<file path="src/rtl/reg_write_arbiter.sv">
// reg_write_arbiter: shares the register-file write port between the in-order
// writeback stage and buffered long-latency (mul/div) results. It keeps a
// scoreboard of destinations with outstanding long results, which drives the
// decode stall, and a starvation counter so that a steady stream of writebacks
// cannot hold a buffered result off the port for more than STARVE_LIMIT cycles.
module reg_write_arbiter #(
   parameter int DATA_W       = 32,
   parameter int BUF_DEPTH    = 2,
   parameter int STARVE_LIMIT = 4
) (
   input  logic              clk,
   input  logic              rst,
   input  logic              wbValid,
   input  logic [4:0]        wbReg,
   input  logic [DATA_W-1:0] wbData,
   output logic              wbHold,
   input  logic              lrIssue,
   input  logic [4:0]        lrIssueReg,
   input  logic              lrValid,
   input  logic [4:0]        lrReg,
   input  logic [DATA_W-1:0] lrData,
   output logic              lrReady,
   input  logic [4:0]        readReg1,
   input  logic [4:0]        readReg2,
   output logic              stall,
   output logic [31:0]       pendingMask,
   output logic              write,
   output logic [4:0]        writeReg,
   output logic [DATA_W-1:0] writeData
);

   localparam int PTR_W = (BUF_DEPTH > 1) ? $clog2(BUF_DEPTH) : 1;
   localparam int CNT_W = PTR_W + 1;
   localparam int AGE_W = $clog2(STARVE_LIMIT + 1);

   logic [4:0]        buf_reg  [BUF_DEPTH];
   logic [DATA_W-1:0] buf_data [BUF_DEPTH];
   logic [PTR_W-1:0]  wr_ptr, rd_ptr;
   logic [CNT_W-1:0]  count;
   logic [AGE_W-1:0]  age;
   logic [31:0]       mask_next;

   logic buf_non_empty, buf_full, starve, push, pop, sel_wb;
   logic [4:0]        head_reg;
   logic [DATA_W-1:0] head_data;

   assign buf_non_empty = (count != '0);
   assign buf_full      = (count == CNT_W'(BUF_DEPTH));
   assign head_reg      = buf_reg[rd_ptr];
   assign head_data     = buf_data[rd_ptr];
   assign starve        = buf_non_empty && (age == AGE_W'(STARVE_LIMIT));

   // lrReady comes only from registered occupancy, so lrValid never loops back to it.
   assign lrReady = !buf_full;
   assign push    = lrValid && lrReady;
   assign pop     = starve || (!wbValid && buf_non_empty);
   assign sel_wb  = wbValid && !starve;
   assign wbHold  = wbValid && starve;

   assign stall = ((readReg1 != 5'd0) && pendingMask[readReg1]) ||
                  ((readReg2 != 5'd0) && pendingMask[readReg2]);

   // Buffer storage; contents are don't-care while not counted as occupied.
   always_ff @(posedge clk) begin
      if (push) begin
         buf_reg[wr_ptr]  <= lrReg;
         buf_data[wr_ptr] <= lrData;
      end
   end

   // Buffer pointers, occupancy and head age (restarts whenever a new head takes over).
   always_ff @(posedge clk) begin
      if (rst) begin
         wr_ptr <= '0;
         rd_ptr <= '0;
         count  <= '0;
         age    <= '0;
      end else begin
         if (push) wr_ptr <= wr_ptr + 1'b1;
         if (pop)  rd_ptr <= rd_ptr + 1'b1;
         count <= count + CNT_W'(push) - CNT_W'(pop);
         if (pop || !buf_non_empty)
            age <= '0;
         else if (age != AGE_W'(STARVE_LIMIT))
            age <= age + 1'b1;
      end
   end

   // Scoreboard next value: a new issue outranks the clear from a same-register pop.
   always_comb begin
      mask_next = pendingMask;
      if (pop)
         mask_next[head_reg] = 1'b0;
      if (lrIssue && (lrIssueReg != 5'd0))
         mask_next[lrIssueReg] = 1'b1;
   end

   // Scoreboard register.
   always_ff @(posedge clk) begin
      if (rst) pendingMask <= '0;
      else     pendingMask <= mask_next;
   end

   // Registered write port; r0 targets are consumed but never strobe write.
   always_ff @(posedge clk) begin
      if (rst) begin
         write     <= 1'b0;
         writeReg  <= '0;
         writeData <= '0;
      end else if (pop) begin
         write     <= (head_reg != 5'd0);
         writeReg  <= head_reg;
         writeData <= head_data;
      end else if (sel_wb) begin
         write     <= (wbReg != 5'd0);
         writeReg  <= wbReg;
         writeData <= wbData;
      end else begin
         write <= 1'b0;
      end
   end

endmodule
</file>
<file path="config.mk">
export PLATFORM = sky130hd
export DESIGN_NAME = reg_write_arbiter
export DESIGN_NICKNAME = d
export VERILOG_FILES = /design/src/rtl/reg_write_arbiter.sv
export SDC_FILE = /design/constraint.sdc
export NUM_CORES = 1
export LEC_CHECK = 0
export ABC_CLOCK_PERIOD_IN_PS = 3200
export BUFFER_PORTS_ARGS = -buffer_cell sky130_fd_sc_hd__buf_2
export CORE_AREA = 5 5 117 119
export DETAILED_ROUTE_END_ITERATION = 16
export DIE_AREA = 0 0 122 124
export PLACE_DENSITY = 0.77
export SLEW_MARGIN = 15
export SYNTH_ARGS = -nofsm -noshare
export SYNTH_HDL_FRONTEND = slang
export SYNTH_SLANG_ARGS = --single-unit
</file>
<file path="constraint.sdc">
create_clock -name clk -period 3.2 [get_ports clk]
set_input_delay 0.64 -clock clk [delete_from_list [all_inputs] [get_ports clk]]
set_output_delay 0.64 -clock clk [all_outputs]
set_load 0.005 [all_outputs]
</file>
== Word-level counts from Yosys, hierarchy flattened ==
Memory sizes are Yosys's and may differ from the RTL's. A register that Yosys moved wholly into a read port is not among the register bits.
Cells that the tools add are included.

* Flip-flop bits (word level): 77
* Memory bits (writable): 74
* Bits of input ports: 94
* Output and inout bits: 73
* Word-level logic and storage cells: 74
* Memories kept: 2

{| class="wikitable"
|+ Memories
! memory !! words !! bits a word !! rd ports !! clocked after memory_dff !! write ports !! line !! RTL
|-
| buf_data || 2 || 32 || 1 || 1 || 1 || 37 || <nowiki>logic [DATA_W-1:0] buf_data [BUF_DEPTH];</nowiki>
|-
| buf_reg || 2 || 5 || 1 || 1 || 1 || 36 || <nowiki>logic [4:0] buf_reg [BUF_DEPTH];</nowiki>
|}

* Add/subtract/negate cells: 5
* $lt $le $gt $ge: 6
* Eq/ne operators: 3
* Mux-type cells: 22
* Bitwise gates (word level): 3
* Reduce and logical (&&, ||, !) cells: 25

{| class="wikitable"
|+ Operators with widths
! kind !! number
|-
| $mux W32 || 4
|-
| $and A32 B32 Y32 || 1
|-
| $not A32 Y32 || 1
|-
| $or A32 B32 Y32 || 1
|-
| $reduce_bool A5 Y1 || 5
|-
| $lt A5 B6 Y1 const B || 4
|-
| $mux W1 || 12
|-
| $bmux W1 S5 || 2
|-
| $demux W1 S5 || 2
|-
| $ge A5 B1 Y1 const B || 2
|-
| $logic_and A1 B1 Y1 || 10
|-
| $mux W5 || 2
|-
| $logic_not A1 Y1 || 4
|-
| $reduce_bool A2 Y1 || 2
|-
| $add A3 B1 Y3 const B || 1
|-
| $eq A3 B3 Y1 const B || 1
|-
| $logic_or A1 B1 Y1 || 3
|-
| $ne A3 B3 Y1 const B || 1
|-
| $add A1 B1 Y1 const B || 2
|-
| $add A2 B1 Y2 || 1
|-
| $eq A2 B2 Y1 const B || 1
|-
| $reduce_or A2 Y1 || 1
|-
| $sub A2 B1 Y2 || 1
|}

== Logic depth before layout (Yosys ltp) ==
Gate-level depths: netlist (run 1).

* Word-level depth: 9
* Depth in mapped cells: 11
* Depth with buffers taken out: 9

== Worst setup path before layout (run 1) ==
No wires, ideal clock.

* Path kind: input port to flip-flop
* From: input port lrValid
* To: memory buf_data[0][0], enable pin
* Setup time: 431 ps
* Data arrival time: 2,333 ps
* Data required time: 2,769 ps
* Path slack: 436 ps
* Stages on the path: 2
* Path buffers: 0
* Cells stage by stage: nand2_1 -> nor2_1

* Longest elaborated chain between the ends: 3

{| class="wikitable"
|+ RTL lines
! element !! line !! RTL
|-
| start, declared || 19 || <nowiki>input logic lrValid,</nowiki>
|-
| $logic_and A1 B1 Y1 || 55 || <nowiki>assign push = lrValid && lrReady;</nowiki>
|-
| $mux W1 || 65 || <nowiki>if (push) begin</nowiki>
|-
| $mux W1 (implied by the code) || 67 || <nowiki>buf_data[wr_ptr] <= lrData;</nowiki>
|-
| end, declared || 37 ||
|}

Every way passes these cells.

== Worst setup path after layout (run 1) ==
* From: input port readReg1[2]
* To: output port stall

* Longest elaborated chain between the ends: 4
* Elaborated cells on any way between the ends: 5
* Those cells by class: mux (2); reduce/logical (3)

{| class="wikitable"
|+ RTL lines
! element !! line !! RTL
|-
| start, declared || 23 || <nowiki>input logic [4:0] readReg1,</nowiki>
|-
| $bmux W1 S5 || 60 || <nowiki>assign stall = ((readReg1 != 5'd0) && pendingMask[readReg1]) ||</nowiki>
|-
| $mux W1 (implied by the code) || 60 ||
|-
| $logic_and A1 B1 Y1 * || 60 ||
|-
| $logic_or A1 B1 Y1 * || 60 ||
|-
| end, declared || 25 || <nowiki>output logic stall,</nowiki>
|}

Mark *: on every way between the ends. The rest lies on a longest branch, timed or not. The select of a mux whose other input is x is not followed.

==> results.md, run 1 <==
- TritonCTS built the clock tree.
- Routability-driven placement finished with a final weighted congestion of 0.8536.
- Buffers inserted during clock tree synthesis total 17.
- In this run the horizontal extent of the chip is 122 um.
- The number of vias after detailed routing is 5251.
- The total negative slack for setup checks is 0 ps.
- The clock transition at the register clock pins on the worst setup and hold paths after CTS is 60 ps.
- Hold repair after CTS inserted 0 buffers.
- In the global route stage, overall resource usage came out at 22.80%.
- The total setup buffers inserted after CTS is 0.
- The clock network latency to the later pin of the worst-skew pair is 410 ps.
- The die span in y is 124 um.
- In this run, the number of DRC markers left after iteration 0 of detailed routing was 300.
- The number of H-tree levels is 4.
- The buffer cell driving the clock tree root is clkbuf_16.
- The max capacitance violation total is 0.
- The number of slew-limit violations in the final report was 0.
- The wire-length estimate of the detail-placed layout is 12230 um.
- After floorplanning, the core was divided into 41 placement rows.
- The die covers 15130 um2.
- STA classifies the critical path startpoint as an input pin.
- Counting the fill cells in the layout gives 993.
- For this run the aggregate overflow at the end of global routing stands at 0.
- The adder-cell share of the synthesized area is 0.5814%.
- Multiplexer cells account for 11.98% of the synthesized area.
- The final net count is 840.
- Sequential cells were found to cover 58.60% of the synthesized design area.
- The time the worst path needs with I/O delays and setup is 2977 ps.
- The remaining design rule violation count is 0.
- Yosys printed 0 warnings.
- The number of iterations in the first detailed-routing pass is 5.
- The synthesis-to-layout area growth is 23.60%.
- The average via count per standard cell is 5.658.
- The I/O pin count is 167.
- The number of standard cells in the final layout excluding fillers is 928.
- Synthesis produced a netlist whose cell count is 588.
- The number of antenna violations at the first check in global routing was 4.
- For this run, the leading register cell type out of synthesis is dfxtp_1.
- The arrival time of data at the critical path endpoint is 2340 ps.
- The period utilization is 93.04%.
- The proportion of layout cells with a drive suffix above 1 is 28.84%.
- The critical path endpoint category is a primary output.
- Entering global routing, the biggest net connects 38 pins.
- The highest fanout seen on the critical path is 11.
- The count of input and output buffers is 166.
- In the final layout, the multi-input gates occupy 2490 um2.
- The synthesized netlist devotes 13.59% of its cell area to compound gates.
- The distinct cell type count after synthesis is 44.
- For this design the ratio of total power to cell area is 743.5 nW/um2.
- The tree built by TritonCTS fans out to 152 sinks.
- The core region is 12470 um2.
- After synthesis, the largest family of logic cells by area is compound AO/OA/AOI/OAI gates.
- The maximum vdd ir drop is 0.4508 mV.
- The mapped netlist covers 6456 um2.
- Summed over all cells, the static leakage comes to 3.106 nW.
- The worst-case clock skew is 5.699 ps.
- The path class of the tightest hold or removal check is in2reg.
- Gates resized during post-CTS repair numbered 0.
- The clock tree buffer depth is 2.
- Synthesis produced a netlist with a net count of 685.
- Ranked by flip-flop count, first place goes to buf_data.
- For this run, asynchronously set or reset flops after synthesis account for 0%.
- The global-route wire length before repair is 26770 um.
- The cell count after placement is 896.
- The effective utilization at floorplan is 51.79%.
- The mean instance size in the synthesized netlist is 10.98 um2.
- The critical path in this run is classified as in2out.
- The flow ran to the end, and the final reports show no timing, DRC or antenna violations.
- Setup repair after global routing left no endpoint under its margin.
- Summing the areas of all xor and xnor instances in the mapped netlist gives 0.5426% of the synthesized area.
- The total power draw is 5.933 mW.
- Static timing analysis puts the maximum clock frequency at 0.3359 GHz.
- For the pin with the worst max-slew slack, the measured transition is 898.0 ps.
- The number of antenna diodes is 0.
- The tightest slew margin relative to the limit is 40.14%.
- The via count of the first global-routing pass is 5397.
- The number of endpoints with negative hold slack in the final report is 0.
- Wires add up to 17070 um.
- Dividing the detail-routed wire length by the instance count gives 18.39 um.
- The number of flip-flops under the largest register name is 64.
- The data required time of the critical path is 2560 ps.
- The number of routed nets with antenna violations is 0.
- In this run, synthesis inferred 74 flip-flops with an integrated enable.
- Setup violations remaining at the end of the flow were counted as 0.
- In the final layout, the registers with the most flip-flops are buf_data (64), pendingMask (32), writeData (32).
- The simple-gate share of the synthesized area is 11.47%.
- In the final layout, flip-flops and latches occupy 3785 um2.
- Synthesis inferred 152 register bits.
-- where the power goes --
group | internal (mW) | total [mW] | switching [mW]
registers | 2.39 | 2.53 | 0.146
logic | 0.566 | 1.49 | 0.923
clock network | 1.14 | 1.91 | 0.766
total | 4.10 | 5.93 | 1.84
-- kinds of logic (layout without fill, tap and decap cells) --
family | count (synthesis) | in the layout
AOI/OAI and AO/OA | 157 | 157
xor gates and xnor gates | 4 | 4
adders and majority gates | 3 | 3
buffers and inverters | 43 | 211
DFF | 152 | 152
muxes | 59 | 59
and+or+nand+nor | 170 | 170
-- worst max-delay path, cell delays in order --
cell and delay (ps):
buf_2 240, mux4_1 580, mux2_2 290, a21oi_2 130
o21ai_1 90, a211o_1 250, buf_2 130
-- through the flow --
| stage | instance area, um2 | util [%] | hold slack (ps) | worst slack, ps |
|---|---|---|---|---|
| after floorplan | 6456 | - | 448.3 | 436.0 |
| after global placement | 7416 | 59.49 | 435.0 | 252.5 |
| after detailed placement | 7416 | 59.49 | 441.7 | 208.8 |
| after CTS | 7980 | 64.02 | 400.5 | 205.4 |
| after global routing | 7980 | 64.02 | 401.4 | 154.0 |
| final | 7980 | 64.02 | 412.2 | 222.8 |
-- routing by layer --
metal	global-route usage [%]	wire (um)
met1	27.48	6874
met2	39.02	8551
met3	7.130	1375
met4	7.633	223
met5	0	42
-- Yosys cell counts, drive strengths merged, types with 2 or more instances --
cell     number  area [um2]
a31oi         3       18.77
nand3b        5       37.54
ha            3       37.54
o22ai        26       162.7
dfxtp        78        1562
a21oi        74       374.1
mux4         13       311.5
or3           3       18.77
nand4         2       12.51
nor2b         4       25.02
buf          20       121.4
o211ai       12       90.09
nor2         46       175.2
nor3          4       25.02
o2111ai       2       17.52
mux2i        45       450.4
o21ai        36       180.2
xor2          2       17.52
nand2        88       330.3
nand3         2       10.01
nor3b         2       15.01
inv           4       15.01
and3          4       25.02
nand2b        6       37.54
edfxtp       74        2222
clkbuf       19       72.56
xnor2         2       17.52
-- path summary, 6_finish.rpt --
path                              startpoint              end  slack, ps  depth (start not counted)
worst max-delay path             readReg1[2]            stall        220                          7
worst min-delay path              lrData[16]  buf_data[0][16]        410                          1
worst max register to register        age[0]  pendingMask[16]        900                          8
worst min register to register  writeData[6]     writeData[6]        450                          2
-- cell type report --
class / instances / share of cell area, %
Multi-Input combinational cell: 393 / 31.20
Timing Repair Buffer: 175 / 11.41
Inverter: 4 / 0.1881
Tap cell: 172 / 2.697
Clock inverter: 12 / 1.599
Sequential cell: 152 / 47.43
Clock buffer: 20 / 5.472
-- layout by cell type, fill, tap and decap left out, types with 2 or more instances in the layout --
cell type,netlist,final
clkinvlp_4,0,5
nor3b_1,2,2
nand2_1,88,88
clkbuf_16,0,17
nor2_1,45,44
ha_1,3,3
nand4_1,2,2
mux4_2,8,8
o21ai_0,35,35
bufinv_16,0,2
mux2i_1,45,45
or3_1,3,3
a31oi_1,3,3
o22ai_1,26,26
nand3b_1,5,5
a21oi_1,73,72
o2111ai_1,2,2
xor2_1,2,2
o211ai_1,12,12
and3_1,4,3
clkbuf_1,18,3
xnor2_1,2,2
edfxtp_1,74,74
buf_4,0,8
nand2b_1,6,6
nand3_1,2,2
nor3_1,3,3
nor2b_1,4,4
mux4_1,5,5
inv_1,4,4
clkinv_1,0,2
buf_2,13,166
dfxtp_1,78,77
No activity file was read; power rests on OpenSTA's default activity.
==> run 2: changes to the inputs <==
--- a/config.mk
+++ b/config.mk
@@ -7,10 +7,10 @@
 export LEC_CHECK = 0
 export ABC_CLOCK_PERIOD_IN_PS = 3200
 export BUFFER_PORTS_ARGS = -buffer_cell sky130_fd_sc_hd__buf_2
-export CORE_AREA = 5 5 117 119
+export CORE_AREA = 3 3 120 122
 export DETAILED_ROUTE_END_ITERATION = 16
-export DIE_AREA = 0 0 122 124
-export PLACE_DENSITY = 0.77
+export DIE_AREA = 0 0 123 125
+export PLACE_DENSITY = 0.71
 export SLEW_MARGIN = 15
 export SYNTH_ARGS = -nofsm -noshare
 export SYNTH_HDL_FRONTEND = slang
==> results.md, run 2 (synthesis gave the netlist of run 1 again) <==
- Tracing the worst setup path back leads to its startpoint at readReg1[2].
- The number of endpoints with negative hold slack in the final report is 0 (unchanged).
- The global-route wire length before repair is 26590 um (-0.67%).
- In the layout the commonest cells are buf_2, nand2_1, dfxtp_1.
- The number of vias after detailed routing was 5206 (-0.86%).
- In this run the critical register-to-register path is captured at pendingMask[3].
- The power density relative to cell area came to 750.9 nW/um2 (+0.99%).
- The combinational fraction of design power is 24.5% (-0.6 points).
- The register area came to 3785 um2 (unchanged).
- The period utilization is 93.51% (+0.48 points).
- The most common cell after layout, fill and taps aside is buf_2.
- The maximum vdd ir drop is 0.4204 mV (-6.7%).
- The worst reg2reg path depth is 7 (-1).
- Among all stages on the critical path, the largest delay is contributed by mux4_1.
- The post-cts sizing count is 0 (unchanged).
- The placement row count is 42 (+2.4%).
- The worst setup path is launched from an input pin.
- Setup repair after global routing left no endpoint under its margin.
- The I/O pin count was 167 (unchanged).
- The fraction of the core area covered by cells at the end of the flow came to 60.14% (-3.9 points).
- The clock sink total was 152 (unchanged).
- The clock network latency to the later pin of the worst-skew pair is 420 ps (about the same).
- The endpoint of the worst setup timing path is stall.
- Traced cell by cell, the critical path runs through buf_2, mux4_1, mux2_2, a21oi_2, o21ai_1, a211o_1, buf_2.
- The post-detailed-placement cell area is 7401 um2 (-0.20%).
- The layout filler cell count is 1114 (+12%).
- The cell count after placement is 899 (+0.33%).
- The effective utilization at floorplan is 48.56% (-3.2 points).
- The part of the power in registers is 42.2% (-0.5 points).
- The total power draw came to 6.003 mW (+1.2%).
- The initial detailed-routing violation count is 378 (+26%).
- The remaining design rule violation count came to 0 (unchanged).
- The clock share of power is 33.3% (+1.1 points).
- The number of iterations in the first detailed-routing pass is 6 (+1).
- The die span in y is 125 um (+0.81%).
- The via count of the first global-routing pass is 5228 (-3.1%).
- The total negative slack for setup checks is 0 ps (unchanged).
- buf_data holds more flip-flops than any other register.
- TritonCTS built the clock tree.
- The total die area is 15380 um2 (+1.6%).
- The clock tree buffer depth was 2 (unchanged).
- The internal power consumption is 4.167 mW (+1.7%).
- The number of antenna violations at the first check in global routing was 3 (-1).
- The synthesis-to-layout area growth is 23.84%.
- The total of endpoints with negative setup slack in the final report came to 0 (unchanged).
- The post-detailed-route wirelength per cell was 18.17 um (-1.2%).
- The worst-case clock skew came to 9.779 ps (+4.080 ps).
- The floorplan core area is 13300 um2 (+6.7%).
- The final cell area excluding filler cells is 7995 um2 (+0.19%).
- In this run the worst hold path is classified as in2reg.
- The global routing usage summed across all routing layers is 22.13% (-0.67 points).
- The setup slack at placement came to 211.4 ps (+2.583 ps).
- The proportion of layout cells with a drive suffix above 1 was 28.87% (+0.038 points).
- The average via count per standard cell came to 5.580 (-1.4%).
- The tightest slew margin relative to the limit is 38.14% (-2.0 points).
- The number of instances on the worst hold path is 1 (unchanged).
- The switching power of the nets is 1.836 mW (about the same).
- The count of input and output buffers is 166 (unchanged).
- In the final layout, the registers with the most flip-flops are buf_data (64), pendingMask (32), writeData (32).
- The placer's final routability congestion estimate is 0.8594 (+0.68%).
- The final net count is 839 (-0.12%).
- STA classifies the critical path endpoint as a primary output.
- The clock transition at the register clock pins on the worst setup and hold paths after CTS is 60 ps (about the same).
- The max capacitance violation total is 0 (unchanged).
- The achievable clock frequency was 0.3342 GHz (-0.51%).
- The time the worst path needs with I/O delays and setup is 2992 ps (+15.28 ps).
- The leakage power is 3.113 nW (+0.24%).
- The arrival time of data at the critical path endpoint came to 2350 ps (about the same).
- The number of H-tree levels was 4 (unchanged).
- The setup slack of the worst register-to-register path was 820 ps (-80 ps).
- The minimum setup slack in the final design came to 207.5 ps (-15.28 ps).
- The maximum number of pins on one net before global-route repair is 40 (+5.3%).
- The buffer cell driving the clock tree root is clkbuf_16.
- The multi-input combinational cell area was 2490 um2 (unchanged).
- The highest fanout seen on the critical path is 11 (unchanged).
- The kind of critical path is in2out.
- The worst-margin pin slew is 927.8 ps (+29.89 ps).
- The sum of overflow across all layers after global routing came to 0 (unchanged).
- The number of clock buffers inserted by TritonCTS is 17 (unchanged).
- The die outline width is 123 um (+0.82%).
- The number of slew-limit violations in the final report is 0 (unchanged).
- The number of standard cells in the final layout excluding fillers is 933 (+0.54%).
- The maximum cell stage delay along the critical path is 600 ps (+20 ps).
- The startpoint identified for the worst register-to-register timing path is age[0].
- The total setup buffers inserted after CTS is 0 (unchanged).
- The number of flip-flops under the largest register name came to 64 (unchanged).
- The data required time of the critical path is 2560 ps (about the same).
- The flow ran to the end, and the final reports show no timing, DRC or antenna violations.
- The cell repeated most along the worst path is buf_2.
- The tightest hold margin is 409.1 ps (-3.108 ps).
- The post-detailed-routing wire length is 16950 um (-0.67%).
- The number of routed nets with antenna violations was 0 (unchanged).
- The share of total power consumed by net switching is 30.58% (-0.35 points).
- The HPWL after detailed placement is 11870 um (-3.0%).
- The hold buffer count at CTS was 0 (unchanged).
[run 2: worst max-delay path, delay by kind of cell]
kind	cells	cell delay, ps
buffers and inverters	2	360
AO/OA/AOI/OAI	3	450
multiplexers	2	890
[run 2: layer usage]
metal	track usage (%)	part of all wire, %
met5	0	0.077
met4	8.404	2.2
met3	7.001	8.6
met2	36.54	49
met1	27.03	40
[run 2: how the worst min path moves through the flow]
stage | from | end | slack [ps]
final | lrData[16] | buf_data[1][16] | 410
after global routing | lrData[16] | buf_data[1][16] | 390
after CTS | lrData[16] | buf_data[0][16] | 390
after detailed placement | writeData[4] | writeData[4] | 440
after global placement | writeData[4] | writeData[4] | 440
after floorplan | writeData[0] | writeData[0] | 450
[run 2: cell type report]
class / instances / share of cell area (%)
Tap cell: 176 / 2.754
Sequential cell: 152 / 47.34
Antenna cell: 2 / 0.06260
Inverter: 4 / 0.1878
Clock buffer: 21 / 5.509
Clock inverter: 11 / 1.862
Timing Repair Buffer: 174 / 11.14
Multi-Input combinational cell: 393 / 31.14
[run 2: power by group through the flow]
stage                     sequential [mW]  clock, mW  combinational [mW]
after floorplan                      2.54          0               0.993
after global placement               2.55          0                1.43
after detailed placement             2.57          0                1.47
after CTS                            2.54       2.02                1.49
after global routing                 2.57       2.10                1.63
final                                2.53       2.00                1.47
==> run 3: changes to the inputs <==
--- a/config.mk
+++ b/config.mk
@@ -5,9 +5,10 @@
 export SDC_FILE = /design/constraint.sdc
 export NUM_CORES = 1
 export LEC_CHECK = 0
-export ABC_CLOCK_PERIOD_IN_PS = 3200
+export ABC_CLOCK_PERIOD_IN_PS = 3600
 export BUFFER_PORTS_ARGS = -buffer_cell sky130_fd_sc_hd__buf_2
 export CORE_AREA = 3 3 120 122
+export CTS_CLUSTER_SIZE = 20
 export DETAILED_ROUTE_END_ITERATION = 16
 export DIE_AREA = 0 0 123 125
 export PLACE_DENSITY = 0.71
==> constraint.sdc (replaced) <==
create_clock -name clk -period 3.6 [get_ports clk]
set_input_delay 0.72 -clock clk [delete_from_list [all_inputs] [get_ports clk]]
set_output_delay 0.72 -clock clk [all_outputs]
set_load 0.005 [all_outputs]
==> results.md, run 3 (synthesis gave the netlist of run 1 again) <==
- The flow ran to the end, and the final reports show no timing, DRC or antenna violations.
- The clock tree buffer depth is 2 (unchanged).
- The final net count came to 839 (unchanged).
- The destination of the worst register-to-register timing path is pendingMask[4].
- The number of routed nets with antenna violations is 0 (unchanged).
- The total die area is 15380 um2 (unchanged).
- The I/O pin count is 167 (unchanged).
- The clock sink total is 152 (unchanged).
- On the critical path, the stage with the largest delay is an instance of mux4_1.
- The HPWL after detailed placement was 11670 um (-1.7%).
- The achievable clock frequency is 0.3182 GHz.
- The total setup buffers inserted after CTS is 0 (unchanged).
- The initial detailed-routing violation count is 349 (-7.7%).
- The global-route wire length before repair is 25920 um (-2.5%).
- The post-detailed-route wirelength per cell is 17.81 um (-2.0%).
- The die span in y is 125 um (unchanged).
- The signal on the critical path passes through buf_2, mux4_1, mux2_2, a21oi_2, o21ai_1, a211o_1, buf_2.
- The number of endpoints with negative hold slack in the final report came to 0 (unchanged).
- The leakage power is 3.083 nW (-0.97%).
- The detailed route wirelength on metal2 was 7948 um (-3.5%).
- The effective utilization at floorplan came to 48.56% (unchanged).
- STA classifies the critical path startpoint as an input pin.
- The buffer cell driving the clock tree root is clkbuf_16.
- The power density relative to cell area is 652.5 nW/um2 (-13%).
- The time the worst path needs with I/O delays and setup is 3143 ps.
- The largest registers in the layout are buf_data (64), pendingMask (32), writeData (32).
- The tightest slew margin relative to the limit is 40.66% (+2.5 points).
- The floorplan core area is 13300 um2 (unchanged).
- The maximum vdd ir drop is 0.3539 mV (-16%).
- The number of antenna violations at the first check in global routing is 2 (-1).
- The total met3 wirelength after detailed routing is 1210 um (-17%).
- The critical path endpoint category is a primary output.
- The total negative slack for setup checks is 0 ps (unchanged).
- The total of endpoints with negative setup slack in the final report came to 0 (unchanged).
- The origin of the worst min-delay path is writeData[14].
- The highest fanout seen on the critical path is 11 (unchanged).
- The kind of critical path is in2out.
- The placer's final routability congestion estimate is 0.8600 (about the same).
- The worst min-delay path category is reg2reg.
- The setup slack of the worst register-to-register path is 1110 ps (+290 ps).
- The clock transition at the register clock pins on the worst setup and hold paths after CTS is 60 ps (about the same).
- The hold buffer count at CTS is 0 (unchanged).
- The maximum cell stage delay along the critical path is 600 ps (about the same).
- The average via count per standard cell was 5.572 (-0.14%).
- The placement row count is 42 (unchanged).
- The number of clock buffers inserted by TritonCTS is 17 (unchanged).
- The number of vias after detailed routing is 5193 (-0.25%).
- The clock network latency to the later pin of the worst-skew pair is 430 ps (about the same).
- The maximum number of pins on one net before global-route repair is 44 (+10%).
- The number of slew-limit violations in the final report is 0 (unchanged).
- The startpoint identified for the worst register-to-register timing path is age[0].
- For hold timing, the worst endpoint is writeData[14].
- The sum of overflow across all layers after global routing came to 0 (unchanged).
- The worst-case clock skew is 7.817 ps (-1.961 ps).
- The arrival time of data at the critical path endpoint is 2420 ps (+70 ps).
- The number of iterations in the first detailed-routing pass is 5 (-1).
- The count of input and output buffers is 166 (unchanged).
- The routed metal-1 wirelength is 7098 um (+3.4%).
- The register with the highest flop count is buf_data.
- The via count of the first global-routing pass is 5096 (-2.5%).
- Setup repair after global routing left no endpoint under its margin.
- The fraction of the core area covered by cells at the end of the flow is 59.77% (-0.37 points).
- The max capacitance violation total is 0 (unchanged).
- The die outline width is 123 um (unchanged).
- After detailed routing, no signal wire sits above met5.
- The most common cell after layout, fill and taps aside is buf_2.
- The worst reg2reg path depth is 7 (unchanged).
- The number of flip-flops under the largest register name is 64 (unchanged).
- The data required time of the critical path is 2880 ps (+320 ps).
- The post-cts sizing count is 0 (unchanged).
- The worst-margin pin slew came to 890.2 ps (-37.68 ps).
- From synthesis to final layout, the design area changed by 23.08%.
- The global routing usage summed across all routing layers is 21.66% (-0.47 points).
- The number of instances on the worst hold path is 2 (+1).
- The proportion of layout cells with a drive suffix above 1 is 29.01% (+0.13 points).
- Dividing the final minimum period by the clock period gives 87.31%.
- TritonCTS built the clock tree.
- The remaining design rule violation count came to 0 (unchanged).
- The number of H-tree levels is 4 (unchanged).
- The cell repeated most along the worst path is buf_2.
- The post-detailed-routing wire length is 16600 um (-2.1%).
- The library cells used most frequently in the layout, excluding fill and tap cells, are buf_2, nand2_1, dfxtp_1.
[run 3: cell count changes in the layout (fill, tap and decap cells not counted)]
cell / change
clkbuf_1: -1
diode_2: -1
clkinv_2: +2
bufinv_16: -2
inv_4: -1
clkinvlp_4: +3
inv_6: -1
[run 3: cell type report]
cell class	count	area, um2
clock buffer	20	436.7
fill	1096	5349
inverter	4	15.01
multi-input combinational	393	2490
timing repair buffer	174	890.9
tap	176	220.2
sequential	152	3785
antenna	1	2.502
clock inverter	12	106.4
[run 3: worst max path at each step]
stage,endpoint,slack (ps),cells after the start,start
after floorplan,buf_data[0][0],760,2,lrValid
after global placement,stall,500,7,readReg1[2]
after detailed placement,stall,460,7,readReg1[2]
after CTS,stall,460,7,readReg1[2]
after global routing,stall,370,7,readReg1[2]
final,stall,460,7,readReg1[2]
[run 3: worst max-delay path: cells and delay by family]
kind | cells | cell delay, ps
mux | 2 | 890
buf+inv | 2 | 370
compound gates | 3 | 440
[run 3: layer usage]
metal	track usage, %	vias to the layer above
met3	6.459	28
met2	34.67	182
li1	-	2466
met1	27.30	2515
met4	9.121	2
met5	0	-
[run 3: through the flow]
step / instances / setup WS [ps] / area (um2) / hold slack [ps] / power (mW)
finish: 932 / 457.0 / 7946 / 449.9 / 5.185
global route: 931 / 372.5 / 7944 / 470.9 / 5.453
CTS: 931 / 460.8 / 7944 / 451.3 / 5.224
detailed placement: 899 / 463.1 / 7401 / 442.0 / 3.589
global placement: 899 / 500.1 / 7401 / 436.1 / 3.542
floorplan: 588 / 756.0 / 6456 / 448.3 / 3.140
[run 3: report_power, final]
part           switching [mW]  internal, mW
registers               0.159          2.12
logic                   0.779         0.489
clock network           0.690         0.944
